<file path="src/rtl/mem_bus_arbiter.sv">
// rtl/mem_bus_arbiter.sv - memory bus arbiter between CPU, UART loader and UART dumper
module mem_bus_arbiter #(
    parameter int GUARD_CYCLES = 4
) (
    input  logic       clk,
    input  logic       rst_n,
    input  logic [9:0] cpu_addr_data,
    input  logic       cpu_read_write,
    input  logic       cpu_write_commit,
    input  logic       ld_req,
    input  logic [9:0] ld_addr_data,
    input  logic       ld_read_write,
    input  logic       ld_write_commit,
    input  logic       dmp_req,
    input  logic [9:0] dmp_addr_data,
    input  logic       dmp_read_write,
    input  logic       dmp_write_commit,
    output logic       ld_gnt,
    output logic       dmp_gnt,
    output logic [9:0] mem_addr_data,
    output logic       mem_read_write,
    output logic       mem_write_commit,
    output logic       cpu_hold,
    output logic       cpu_halted,
    output logic       proto_err,
    output logic [1:0] owner
);

    localparam int CW = (GUARD_CYCLES < 1) ? 1 : $clog2(GUARD_CYCLES + 1);
    localparam logic [CW-1:0] CNT_LOAD = CW'(GUARD_CYCLES);
    localparam logic [CW-1:0] CNT_ONE  = CW'(1);

    // Encoding matches the owner code so owner is the state register itself.
    typedef enum logic [1:0] {
        CPU_RUN  = 2'd0,
        UART_LD  = 2'd1,
        UART_DMP = 2'd2,
        GUARD    = 2'd3
    } state_t;

    state_t        state_q, state_d;
    logic [CW-1:0] cnt_q, cnt_d;
    logic          addr_pend_q, addr_pend_d;
    logic          halted_q, halted_d;
    logic          perr_q, perr_d;
    logic          halt_seen;
    logic          perr_set;
    logic          cpu_addr_phase;

    assign cpu_addr_phase = !cpu_read_write && !cpu_write_commit;

    always_ff @(posedge clk or negedge rst_n) begin
        if (!rst_n) begin
            state_q     <= GUARD;
            cnt_q       <= CNT_LOAD;
            addr_pend_q <= 1'b0;
            halted_q    <= 1'b0;
            perr_q      <= 1'b0;
        end else begin
            state_q     <= state_d;
            cnt_q       <= cnt_d;
            addr_pend_q <= addr_pend_d;
            halted_q    <= halted_d;
            perr_q      <= perr_d;
        end
    end

    // Bus mux; every non-forwarding case falls back to the idle read pattern.
    always_comb begin
        mem_addr_data    = 10'd0;
        mem_read_write   = 1'b1;
        mem_write_commit = 1'b0;
        halt_seen        = 1'b0;
        case (state_q)
            CPU_RUN: begin
                if (cpu_read_write && cpu_write_commit) begin
                    halt_seen = 1'b1;
                end else begin
                    mem_addr_data    = cpu_addr_data;
                    mem_read_write   = cpu_read_write;
                    mem_write_commit = cpu_write_commit;
                end
            end
            UART_LD: begin
                if (ld_req || !addr_pend_q) begin
                    mem_addr_data    = ld_addr_data;
                    mem_read_write   = ld_read_write;
                    mem_write_commit = ld_write_commit;
                end
            end
            UART_DMP: begin
                if (dmp_req || !addr_pend_q) begin
                    mem_addr_data    = dmp_addr_data;
                    mem_read_write   = dmp_read_write;
                    mem_write_commit = dmp_write_commit;
                end
            end
            default: ;
        endcase
    end

    always_comb begin
        state_d  = state_q;
        cnt_d    = cnt_q;
        perr_set = 1'b0;
        case (state_q)
            CPU_RUN: begin
                if ((ld_req || dmp_req) && !cpu_addr_phase) begin
                    state_d = ld_req ? UART_LD : UART_DMP;
                end
            end
            UART_LD: begin
                if (!ld_req) begin
                    // An orphaned address phase costs one idle granted cycle.
                    if (addr_pend_q) begin
                        perr_set = 1'b1;
                    end else if (dmp_req) begin
                        state_d = UART_DMP;
                    end else begin
                        state_d = GUARD;
                        cnt_d   = CNT_LOAD;
                    end
                end
            end
            UART_DMP: begin
                if (!dmp_req) begin
                    if (addr_pend_q) begin
                        perr_set = 1'b1;
                    end else if (ld_req) begin
                        state_d = UART_LD;
                    end else begin
                        state_d = GUARD;
                        cnt_d   = CNT_LOAD;
                    end
                end
            end
            default: begin
                if (cnt_q != '0) begin
                    cnt_d = cnt_q - CNT_ONE;
                end
                if (ld_req) begin
                    state_d = UART_LD;
                end else if (dmp_req) begin
                    state_d = UART_DMP;
                end else if (cnt_q == '0) begin
                    state_d = CPU_RUN;
                end
            end
        endcase
    end

    always_comb begin
        addr_pend_d = !mem_read_write && !mem_write_commit;
        perr_d      = perr_q || perr_set;
        halted_d    = halted_q;
        if (state_q == CPU_RUN && state_d != CPU_RUN) begin
            halted_d = 1'b0;
        end else if (halt_seen) begin
            halted_d = 1'b1;
        end
    end

    assign owner      = state_q;
    assign ld_gnt     = (state_q == UART_LD);
    assign dmp_gnt    = (state_q == UART_DMP);
    assign cpu_hold   = (state_q != CPU_RUN);
    assign cpu_halted = halted_q;
    assign proto_err  = perr_q;

endmodule

</file>
<file path="config.mk">
export PLATFORM = sky130hd
export DESIGN_NAME = mem_bus_arbiter
export DESIGN_NICKNAME = d
export VERILOG_FILES = /design/src/rtl/mem_bus_arbiter.sv
export SDC_FILE = /design/constraint.sdc
export NUM_CORES = 1
export LEC_CHECK = 0
export BUFFER_PORTS_ARGS = -buffer_cell sky130_fd_sc_hd__buf_2
export CAP_MARGIN = 10
export CORE_MARGIN = 2
export CORE_UTILIZATION = 42
export DETAILED_ROUTE_END_ITERATION = 16
export GPL_TIMING_DRIVEN = 0
export PLACE_DENSITY = 0.89
export SLEW_MARGIN = 10
export SYNTH_ARGS = -nofsm -noshare
export SYNTH_HDL_FRONTEND = slang
export SYNTH_SLANG_ARGS = --single-unit
export TNS_END_PERCENT = 5
</file>
<file path="constraint.sdc">
create_clock -name clk -period 2.9 [get_ports clk]
set_clock_uncertainty 0.05 [all_clocks]
set_input_delay 0 -clock clk [delete_from_list [all_inputs] [get_ports clk]]
set_output_delay 0 -clock clk [all_outputs]
set_load 0.005 [all_outputs]
</file>
# After elaboration in Yosys (flattened, before gate mapping)
# Cells that the tools add are included.
# totals
elab_cells	78
register_bits	8
# op_classes
mux	40
n_addsub	1
n_reduce_logical	23
eq_ne	8
bitwise_logic	1
# ops
operator	count
$mux W10	3
$pmux W10 S3	1
$mux W3	7
$mux W2	10
$mux W1	14
$ne A2 B2 Y1 const B	6
$pmux W3 S3	1
$reduce_and A8 Y1	1
$logic_not A1 Y1	6
$pmux W1 S3	2
$pmux W2 S3	1
$reduce_bool A2 Y1	3
$reduce_bool A3 Y1	2
$logic_and A1 B1 Y1	5
$logic_or A1 B1 Y1	4
$logic_not A3 Y1	1
$sub A3 B1 Y3 const B	1
$eq A2 B1 Y1 const B	1
$eq A2 B2 Y1 const B	1
$logic_not A2 Y1	1
$pmux W1 S2	1
$not A1 Y1	1

# Depth between registers and ports, before layout
# Gate-level depths: netlist of run 1.
# depth
depth_word	9
ltp_mapped	7
ltp_nobuf	7

# Least setup slack after synthesis of run 1
# Ideal clock, no wire load.
# synth_timing
path_kind	flip-flop to flip-flop
startpoint	register state_q[0] (netlist: owner[0])
endpoint	register halted_q (netlist: cpu_halted)
setup_time_ns	0.099
path_stages_with_launch	7
arrival_ns	1.518
slack_ns	1.232
cell_sequence	dfstp_2 -> inv_1 -> ha_1 -> and2_1 -> a22oi_1 -> a311oi_1 -> a311oi_1
# synth_via
elab_chain_cells	7
word_cells_on_any_way	17
classes_between	eq/ne (2); mux (11); reduce/logical (4)
# synth_rtl
element	line_no	text
start: declaration	41	state_t state_q, state_d;
start signal: assignment	60	state_q <= state_d;
$mux W2	145	end else if (cnt_q == '0) begin
$mux W2	143	end else if (dmp_req) begin
$mux W2	141	if (ld_req) begin
$pmux W2 S3	106	case (state_q)
$reduce_bool A2 Y1	156	if (state_q == CPU_RUN && state_d != CPU_RUN) begin
$logic_and A1 B1 Y1	156	
$mux W1 or $reduce_bool A2 Y1 (tied branches)	-	
end signal: assignment	63	halted_q <= halted_d;
end: declaration	44	logic halted_q, halted_d;
# Several ways; a longest one is shown, not always the timed one.
# A chain may end at the register's enable or synchronous reset.

# Worst setup path in the final report of run 1
# layout_timing
startpoint	register state_q[1] (netlist: owner[1])
endpoint	output mem_addr_data[0]
# layout_via
elab_chain_cells	2
word_cells_on_any_way	4
classes_between	eq/ne (2); mux (1); reduce/logical (1)
# layout_rtl
element	line_no	text
$eq A2 B2 Y1 (tied with other cells)	74	case (state_q)
$pmux W10 S3 *	74	
end: declaration	20	output logic [9:0] mem_addr_data,
# Mark *: on every way between the ends. The rest lies on a longest branch, timed or not.

==> flow_summary.json, run 1 <==
{
  "vias": 977,
  "cts-root-buf": "clkbuf_4",
  "finalSetupViolCount": 0,
  "grt_start_max_net_pins": 11,
  "worst_hold_path_type": "input pin to flip-flop",
  "max_stage_delay_ns": 0.59,
  "initial_core_util_pct": 44.9,
  "vdd_drop_max_v": 0.000659,
  "final_area_um2": 1140,
  "drive_gt1_share_pct": 44.6,
  "die_h_um": 47.2,
  "maxSlewViolCount": 0,
  "finalWeightedCongestion": 0.859,
  "max_slew_margin_pct": 69.9,
  "fin_nets": 204,
  "synthCells": 95,
  "synth-edff-count": 0,
  "clk_latency_ns": 0.26,
  "n_antenna_cell": 0,
  "synth_ff_type": "dfrtp_1",
  "clkTransAtPathRegs_ns": 0.06,
  "cts_setup_buffers": 0,
  "hold_ws_ns": 0.00658,
  "vias_per_cell": 5.37,
  "ios": 59,
  "pre_cts_ws_ns": 1.08,
  "synth_nets": 141,
  "core_um2": 1750,
  "area_delta_synth_final_pct": 45.0,
  "synth_warnings": 0,
  "cts_tree": "yes",
  "clkSinkCount": 8,
  "power_leakage_uw": 0.000584,
  "status": "finished, final reports clean",
  "async_reset_ff_share_pct": 100,
  "final_cell_mix": "buf_2, nor2_1, inv_1, a222oi_1, o21ai_0",
  "synth-seq-cells": 8,
  "start_kind": "flip-flop",
  "grt_pass1_vias": 867,
  "antenna_found_initial": 0,
  "cp.arrival_ns": 2.07,
  "placedInstanceArea_um2": 1100,
  "overflow": 0,
  "die-area_um2": 2230,
  "die_width_um": 47.2,
  "cp_num_buf_inv": 2,
  "avgSynthCellArea_um2": 8.26,
  "path_class": "flip-flop to primary output",
  "cpMaxStageDelayCell": "dfstp_2",
  "powerDensity_nw_per_um2": 1020,
  "fin_crit_ns": 2.12,
  "hpwlAfterDp_mm": 2.01,
  "crit_family": "compound AO/OA/AOI/OAI gates",
  "ys_types": 31,
  "fin_crit_sh_pct": 73.1,
  "hold_viol_final": 0,
  "worst_pin_slew_ns": 0.448,
  "syn_area_um2": 785,
  "path_max_fanout": 10,
  "io_buffers": 57,
  "dr.pass1.iters": 4,
  "grt_pass1_wl_mm": 3.64,
  "htreeDepth": 1,
  "setup_slack_ns": 0.781,
  "cp.required_ns": 2.85,
  "cap_violations": 0,
  "max_freq_ghz": 0.472,
  "fp-row-count": 15,
  "postRouteAntennaNets": 0,
  "first_iter_violations": 73,
  "clk_path_buf_depth": 2,
  "wl_per_cell_um": 13.8,
  "finalSetupTns_ns": 0,
  "remaining_drc_errors": 0,
  "ys_seq_area_share_pct": 26.0,
  "gr-usage-all-layers_pct": 23.3,
  "wl_mm": 2.50,
  "cts_made_buffers": 3,
  "end_kind": "primary output",
  "final_common_cell": "buf_2",
  "crit_chain": "inv_1, ha_1, a21boi_2, a222oi_1, nor2_1, buf_2",
  "grt_setup_unrepaired": "false"
}
-- cells in the mapped netlist (2+ instances only) --
library cell | number | area (um^2)
a21oi_1 | 3 | 15.0
a222oi_1 | 10 | 100
a22oi_1 | 2 | 15.0
a311oi_1 | 2 | 17.5
a31oi_1 | 4 | 25.0
buf_2 | 2 | 10.0
dfrtp_1 | 5 | 125
dfstp_2 | 3 | 78.8
ha_1 | 6 | 75.1
inv_1 | 10 | 37.5
nand3_1 | 2 | 10.0
nor2_1 | 15 | 56.3
o211ai_1 | 2 | 15.0
o21a_1 | 4 | 30.0
o21ai_0 | 8 | 40.0
o21bai_1 | 2 | 15.0
-- tightest hold or removal path, delay by kind of cell --
kind / cells / cell delay (ns)
AO/OA/AOI/OAI: 1 / 0.05
buffers and inverters: 1 / 0.08
AND/OR/NAND/NOR: 2 / 0.15
-- cell families after synthesis --
kind of cell | count (synthesis) | synth area share [%]
flip-flops | 8 | 26.0
adder cells (fa/ha/maj) | 6 | 9.57
AND/OR/NAND/NOR | 25 | 15.5
AO/OA/AOI/OAI | 42 | 41.0
buffers and inverters | 14 | 7.97
-- layout make-up --
type / instances / area [um^2]
tap: 25 / 31.3
buffer: 4 / 25.0
multi-input combinational: 73 / 518
timing repair buffer: 58 / 295
inverter: 10 / 37.5
sequential: 8 / 204
clock buffer: 4 / 26.3
fill: 172 / 608
-- metrics by stage --
step	instances	total power (uW)	util [%]
5_1_grt	182	1290	65.2
3_3_place_gp	177	1030	63.1
3_5_place_dp	177	1060	63.1
4_1_cts	182	1160	65.2
2_1_floorplan	95	771	-
6_report	182	1160	65.2
-- final timing paths --
| path | startpoint | end | slack (ns) | cells after the start |
|---|---|---|---|---|
| max in group asynchronous | rst_n | cnt_q[2] | 2.51 | 2 |
| worst max-delay path | owner[1] | mem_addr_data[0] | 0.78 | 6 |
| worst max register to register | owner[0] | cpu_halted | 1.01 | 6 |
| worst min-delay path | dmp_read_write | addr_pend_q | 0.007 | 4 |
| worst min register to register | proto_err | proto_err | 0.44 | 1 |
| min in group asynchronous | rst_n | cnt_q[1] | 0.06 | 2 |
-- flip-flops by register name, summed over array words and instances, names as in the netlist --
signal	count
cnt_q	3
addr_pend_q	1
proto_err	1
cpu_halted	1
owner	2
-- metal layers --
layer	GRT usage (%)	wire length (um)	part of all wire [%]	vias up
li1	-	-	-	494
met1	30.8	1120	45	452
met2	35.4	1230	49	27
met3	7.69	133	5.3	4
met4	8.33	27	1.1	0
met5	0	0	0	-
-- power breakdown --
part | switching (uW) | internal (uW)
clock network | 42.9 | 53.0
registers | 40.2 | 181
logic | 461 | 385
total | 544 | 619
-- what timing repair did --
action                                 in CTS  in global routing
hold buffers                                1                  0
endpoints found under the hold margin       8                  0
resized for setup                           0                  0
(Power assumes the default switching activity.)
==> run 2, diff against run 1 <==
Settings changed: ABC_AREA from default to 1, PLACE_DENSITY 0.89 to 0.86.
Clock period 2.9 ns to 1.97 ns, I/O delays scaled along.
==> run 2 against run 1 <==
Sequential power increased by 51%. Wire length increased by 12%. Synthesized cell count increased by 61%. Core utilization decreased by 1.4 points. Sequential share of layout area decreased by 2.1 points. Clock power increased by 40%. Die area increased by 16%. Hold slack improved by 0.036 ns. Cell count increased by 34%.
==> flow_summary.json, run 2 <==
{
  "cts_tree": "yes",
  "worst_hold_path_type": "input pin to flip-flop",
  "cp_num_buf_inv": 4,
  "clkTransAtPathRegs_ns": 0.05,
  "fp-row-count": 16,
  "crit_family": "flip-flops",
  "final_area_um2": 1290,
  "path_max_fanout": 10,
  "n_antenna_cell": 0,
  "vdd_drop_max_v": 0.000955,
  "synthTopCellsByArea": "nand3_1, dfrtp_1, nand2_1, inv_1, dfstp_2",
  "avgSynthCellArea_um2": 6.00,
  "status": "finished, final reports clean",
  "drive_gt1_share_pct": 35.2,
  "worst_pin_slew_ns": 0.470,
  "hold_viol_final": 0,
  "synth-seq-cells": 8,
  "hpwlAfterDp_mm": 2.15,
  "fin_nets": 263,
  "ys_seq_area_share_pct": 22.2,
  "synth_nets": 199,
  "wl_per_cell_um": 11.5,
  "path_class": "flip-flop to primary output",
  "initial_core_util_pct": 45.4,
  "fin_crit_sh_pct": 92.7,
  "ios": 59,
  "synth_top_area_share_pct": 28.9,
  "grt_start_max_net_pins": 11,
  "gr-usage-all-layers_pct": 23.1,
  "die_width_um": 50.8,
  "cap_violations": 0,
  "cts-root-buf": "clkbuf_4",
  "setup_slack_ns": 0.144,
  "max_stage_delay_ns": 0.57,
  "cts_made_buffers": 3,
  "synth_commonest_cells": "nand3_1, nand2_1, inv_1",
  "ys_types": 22,
  "switching_share_pct": 50.4,
  "utilization_pct": 63.8,
  "yosys.area.top_type": "nand3_1",
  "overflow": 0,
  "power_uw": 1800,
  "cp.arrival_ns": 1.78,
  "maxSlewViolCount": 0,
  "grt_pass1_vias": 1139,
  "final_cell_mix": "buf_2, nand3_1, nand2_1, inv_1, o21ai_0",
  "cpMaxStageDelayCell": "dfstp_2",
  "synth_warnings": 0,
  "first_iter_violations": 61,
  "vias_per_cell": 5.21,
  "grt_pass1_wl_mm": 4.69,
  "synth-edff-count": 0,
  "antenna_found_initial": 0,
  "cp.required_ns": 1.92,
  "htreeDepth": 1,
  "die_h_um": 50.8,
  "finalWeightedCongestion": 0.915,
  "end_kind": "primary output",
  "power_leakage_uw": 0.000776,
  "powerDensity_nw_per_um2": 1400,
  "max_freq_ghz": 0.548,
  "syn_area_um2": 918,
  "dpl.cell_count": 238,
  "finalSetupViolCount": 0,
  "vias": 1265,
  "placedInstanceArea_um2": 1240,
  "synth_ff_type": "dfrtp_1",
  "core_um2": 2020,
  "remaining_drc_errors": 0,
  "max_slew_margin_pct": 68.6,
  "largest_reg_flops": 3,
  "crit_chain": "inv_1, ha_2, buf_2, nand3_1, nand3_1, nand2_1, inv_1, buf_2",
  "clk_latency_ns": 0.26,
  "start_kind": "flip-flop",
  "fin_crit_ns": 1.83,
  "async_reset_ff_share_pct": 100,
  "combPwrFrac_pct": 74.1,
  "clkSinkCount": 8,
  "instances_no_fill": 243,
  "synthMostInstantiatedCell": "nand3_1",
  "top_register": "cnt_q",
  "pre_cts_ws_ns": 0.138,
  "postRouteAntennaNets": 0,
  "clk_path_buf_depth": 2,
  "fillCellCount": 205,
  "p_int_uw": 894,
  "power_frac_seq_pct": 18.5,
  "synthCells": 153,
  "io_buffers": 58,
  "final_common_cell": "buf_2",
  "power.share.clock_pct": 7.4,
  "cts_setup_buffers": 0,
  "wl_mm": 2.80,
  "die-area_um2": 2580,
  "dr.pass1.iters": 5,
  "switching_power_uw": 907,
  "area_delta_synth_final_pct": 40.5
}
## run 2: power groups by stage
stage	sequential [uW]	combinational [uW]	clock, uW
floorplan	322	859	0
detailed placement	331	1300	0
finish	333	1330	134
global placement	328	1280	0
CTS	329	1310	142
global route	345	1550	151
## run 2: what timing repair did
action | in CTS | in global routing
hold buffers | 1 | 0
gates resized for setup | 2 | 8
hold endpoints to repair | 8 | 0
endpoints found under the setup margin | 10 | 13
cloned | 0 | 0
pin swaps | 0 | 0
## run 2: worst reg2reg max path, stage by stage, from the launching register on
cell and delay, ns:
dfstp_2 0.57, inv_1 0.11, ha_2 0.26, or2_1 0.25, a21oi_2 0.24, nor2_1 0.07, a31oi_1 0.14
## run 2: kinds of logic after synthesis
logic type | synth area share, %
AO/OA/AOI/OAI | 11.9
buffers and inverters | 14.2
adder cells (fa/ha/maj) | 8.17
AND/OR/NAND/NOR | 43.6
flip-flops | 22.2
## run 2: path summary, 6_finish.rpt
kind	startpoint	end	slack, ns	depth (start not counted)
setup / recovery	owner[0]	mem_addr_data[4]	0.14	8
hold / removal	dmp_read_write	addr_pend_q	0.04	4
setup reg to reg	owner[0]	cnt_q[2]	0.21	6
hold reg to reg	proto_err	proto_err	0.44	1
max in group asynchronous	rst_n	owner[1]	1.57	2
min in group asynchronous	rst_n	cnt_q[0]	0.06	2
## run 2: per-layer routing
layer  up-vias  routed length [um]  track usage (%)
met5         -                   0                0
met4         0                  12             6.76
met3         2                 228             2.98
met2        64                1420             41.4
met1       566                1140             28.7
li1        633                   -                -
## run 2: per-stage QoR
step,hold slack [ns],TNS (ns)
2_1_floorplan,-0.346,0
3_3_place_gp,-0.205,0
3_5_place_dp,-0.201,0
4_1_cts,0.0350,0
5_1_grt,0.0774,-0.00794
6_report,0.0426,0
## run 2: layout make-up
class                      count  area [um^2]  area share (%)
tap                           27         33.8            2.62
buffer                         7         32.5            2.52
multi-input combinational    111          592            45.9
inverter                      27          101            7.86
sequential                     8          204            15.8
clock buffer                   4         26.3            2.04
timing repair buffer          59          300            23.3
==> run 3, diff against run 2 <==
Settings changed: CELL_PAD_IN_SITES_DETAIL_PLACEMENT from default to 1, CELL_PAD_IN_SITES_GLOBAL_PLACEMENT from default to 1, CORE_UTILIZATION 42 to 26, PLACE_DENSITY 0.86 to 0.84.
==> run 3 against run 2 <==
Hold slack gained 0.019 ns. Non-clock buffer count grew 3. Maximum frequency shrank 1.5%. Global-route usage shrank 5.6 points. Clock-buffer cell count is the same. Via count shrank 0.55%. Total power grew 7.9%. Core utilization shrank 24 points. Die area grew 56%. Critical endpoint is now mem_addr_data[2]. Highest routed layer unchanged.
==> flow_summary.json, run 3 (synthesis results as in run 2) <==
{
  "gr-usage-all-layers_pct": 17.5,
  "grt_pass1_vias": 1271,
  "die-area_um2": 4020,
  "hpwlAfterDp_mm": 2.81,
  "met3_length_um": 118,
  "fin_nets": 266,
  "cp.required_ns": 1.92,
  "worst_pin_slew_ns": 0.478,
  "grt_start_max_net_pins": 11,
  "powerDensity_nw_per_um2": 1440,
  "final_common_cell": "buf_2",
  "status": "finished, final reports clean",
  "cp.arrival_ns": 1.80,
  "dpl.cell_count": 257,
  "fin_crit_sh_pct": 94.1,
  "largest_reg_flops": 3,
  "clk_path_buf_depth": 2,
  "grt_pass1_wl_mm": 5.77,
  "drive_gt1_share_pct": 36.1,
  "finalSetupViolCount": 0,
  "p_int_uw": 959,
  "first_iter_violations": 32,
  "fin_crit_ns": 1.85,
  "switching_share_pct": 50.7,
  "dr.pass1.iters": 4,
  "reg2reg_to": "cnt_q[0]",
  "utilization_pct": 40.0,
  "m1WireLength_mm": 1.53,
  "finalWeightedCongestion": 0.855,
  "hold_viol_final": 0,
  "maxSlewViolCount": 0,
  "grt_setup_unrepaired": "true",
  "max_slew_margin_pct": 68.1,
  "cts_made_buffers": 3,
  "combPwrFrac_pct": 76.0,
  "ios": 59,
  "clkTransAtPathRegs_ns": 0.06,
  "fp-row-count": 21,
  "top_register": "cnt_q",
  "switching_power_uw": 984,
  "power_leakage_uw": 0.000793,
  "htreeDepth": 1,
  "n_antenna_cell": 0,
  "instances_no_fill": 265,
  "overflow": 0,
  "antenna_found_initial": 0,
  "worst_hold_path_type": "input pin to asynchronous set/reset pin",
  "path_max_fanout": 10,
  "clkSinkCount": 8,
  "end_kind": "primary output",
  "power.share.clock_pct": 6.7,
  "setup_slack_ns": 0.117,
  "wl_per_cell_um": 13.3,
  "met2_length_mm": 1.86,
  "final_cell_mix": "buf_2, nand3_1, nand2_1, inv_1, o21ai_0",
  "area_delta_synth_final_pct": 46.6,
  "r2r_cells": 6,
  "dr.max_layer_used": "met4",
  "vias": 1258,
  "initial_core_util_pct": 27.3,
  "clk_latency_ns": 0.25,
  "power_frac_seq_pct": 17.2,
  "cts_tree": "yes",
  "vdd_drop_max_v": 0.000678,
  "rrSetupSlack_ns": 0.17,
  "cts-root-buf": "clkbuf_4",
  "die_h_um": 63.4,
  "cap_violations": 0,
  "max_freq_ghz": 0.540,
  "power_uw": 1940,
  "path_class": "flip-flop to primary output",
  "core_um2": 3360,
  "postRouteAntennaNets": 0,
  "wl_mm": 3.53,
  "pre_cts_ws_ns": 0.0989,
  "io_buffers": 58,
  "vias_per_cell": 4.75,
  "start_kind": "flip-flop",
  "r2r_start": "owner[0]",
  "fillCellCount": 511,
  "finalSetupTns_ns": 0,
  "remaining_drc_errors": 0,
  "die_width_um": 63.4
}
==> run 3: cell count changes in the layout (fill, tap and decap cells not counted), sizes merged <==
cell    before  now
buf         63   65
clkbuf       6    7
==> run 3: stage by stage <==
stage | hold WS [ns] | instance area (um^2)
2_1_floorplan | -0.346 | 918
5_1_grt | 0.0886 | 1350
6_report | 0.0613 | 1350
4_1_cts | 0.0628 | 1310
3_5_place_dp | -0.202 | 1270
3_3_place_gp | -0.204 | 1270
==> run 3: cell type report <==
| cell class | count | area [um^2] | area share (%) |
|---|---|---|---|
| Multi-Input combinational cell | 111 | 599 | 44.5 |
| Timing Repair Buffer | 62 | 323 | 24.0 |
| Sequential cell | 8 | 204 | 15.1 |
| Inverter | 27 | 101 | 7.53 |
| Tap cell | 46 | 57.6 | 4.28 |
| Buffer | 7 | 35.0 | 2.60 |
| Clock buffer | 4 | 26.3 | 1.95 |
==> run 3: power groups by stage <==
stage | sequential (uW) | combinational, uW | clock [uW]
after floorplan | 322 | 859 | 0
after global placement | 334 | 1310 | 0
after detailed placement | 338 | 1350 | 0
after CTS | 336 | 1390 | 137
after global routing | 350 | 1680 | 142
final | 334 | 1480 | 131
==> run 3: layer usage <==
metal / vias up / GRT usage (%)
met5: - / 0
li1: 639 / -
met2: 21 / 32.0
met1: 596 / 22.0
met3: 2 / 1.43
met4: 0 / 4.35
==> run 3: repair_timing <==
item	in CTS	in global routing
endpoints found under the hold margin	8	0
setup buffers	0	3
hold buffers	1	0
setup endpoints to repair	11	15
resized for setup	5	6
==> run 3: worst max path at each step <==
| stage | startpoint | endpoint | slack, ns |
|---|---|---|---|
| 2_1_floorplan | owner[0] | cnt_q[2] | 0.28 |
| 3_3_place_gp | owner[0] | cnt_q[2] | 0.14 |
| 3_5_place_dp | owner[1] | cnt_q[2] | 0.1 |
| 4_1_cts | owner[0] | mem_addr_data[2] | 0.01 |
| 5_1_grt | owner[1] | mem_addr_data[2] | -0.03 |
| 6_report | owner[1] | mem_addr_data[2] | 0.12 |
==> run 3: critical path, stage by stage, from the launching register on <==
cell	delay, ns
dfstp_2	0.58
inv_1	0.11
ha_2	0.24
clkbuf_4	0.21
nand3_1	0.11
nand3_1	0.08
nand2_1	0.07
inv_1	0.04
buf_2	0.11
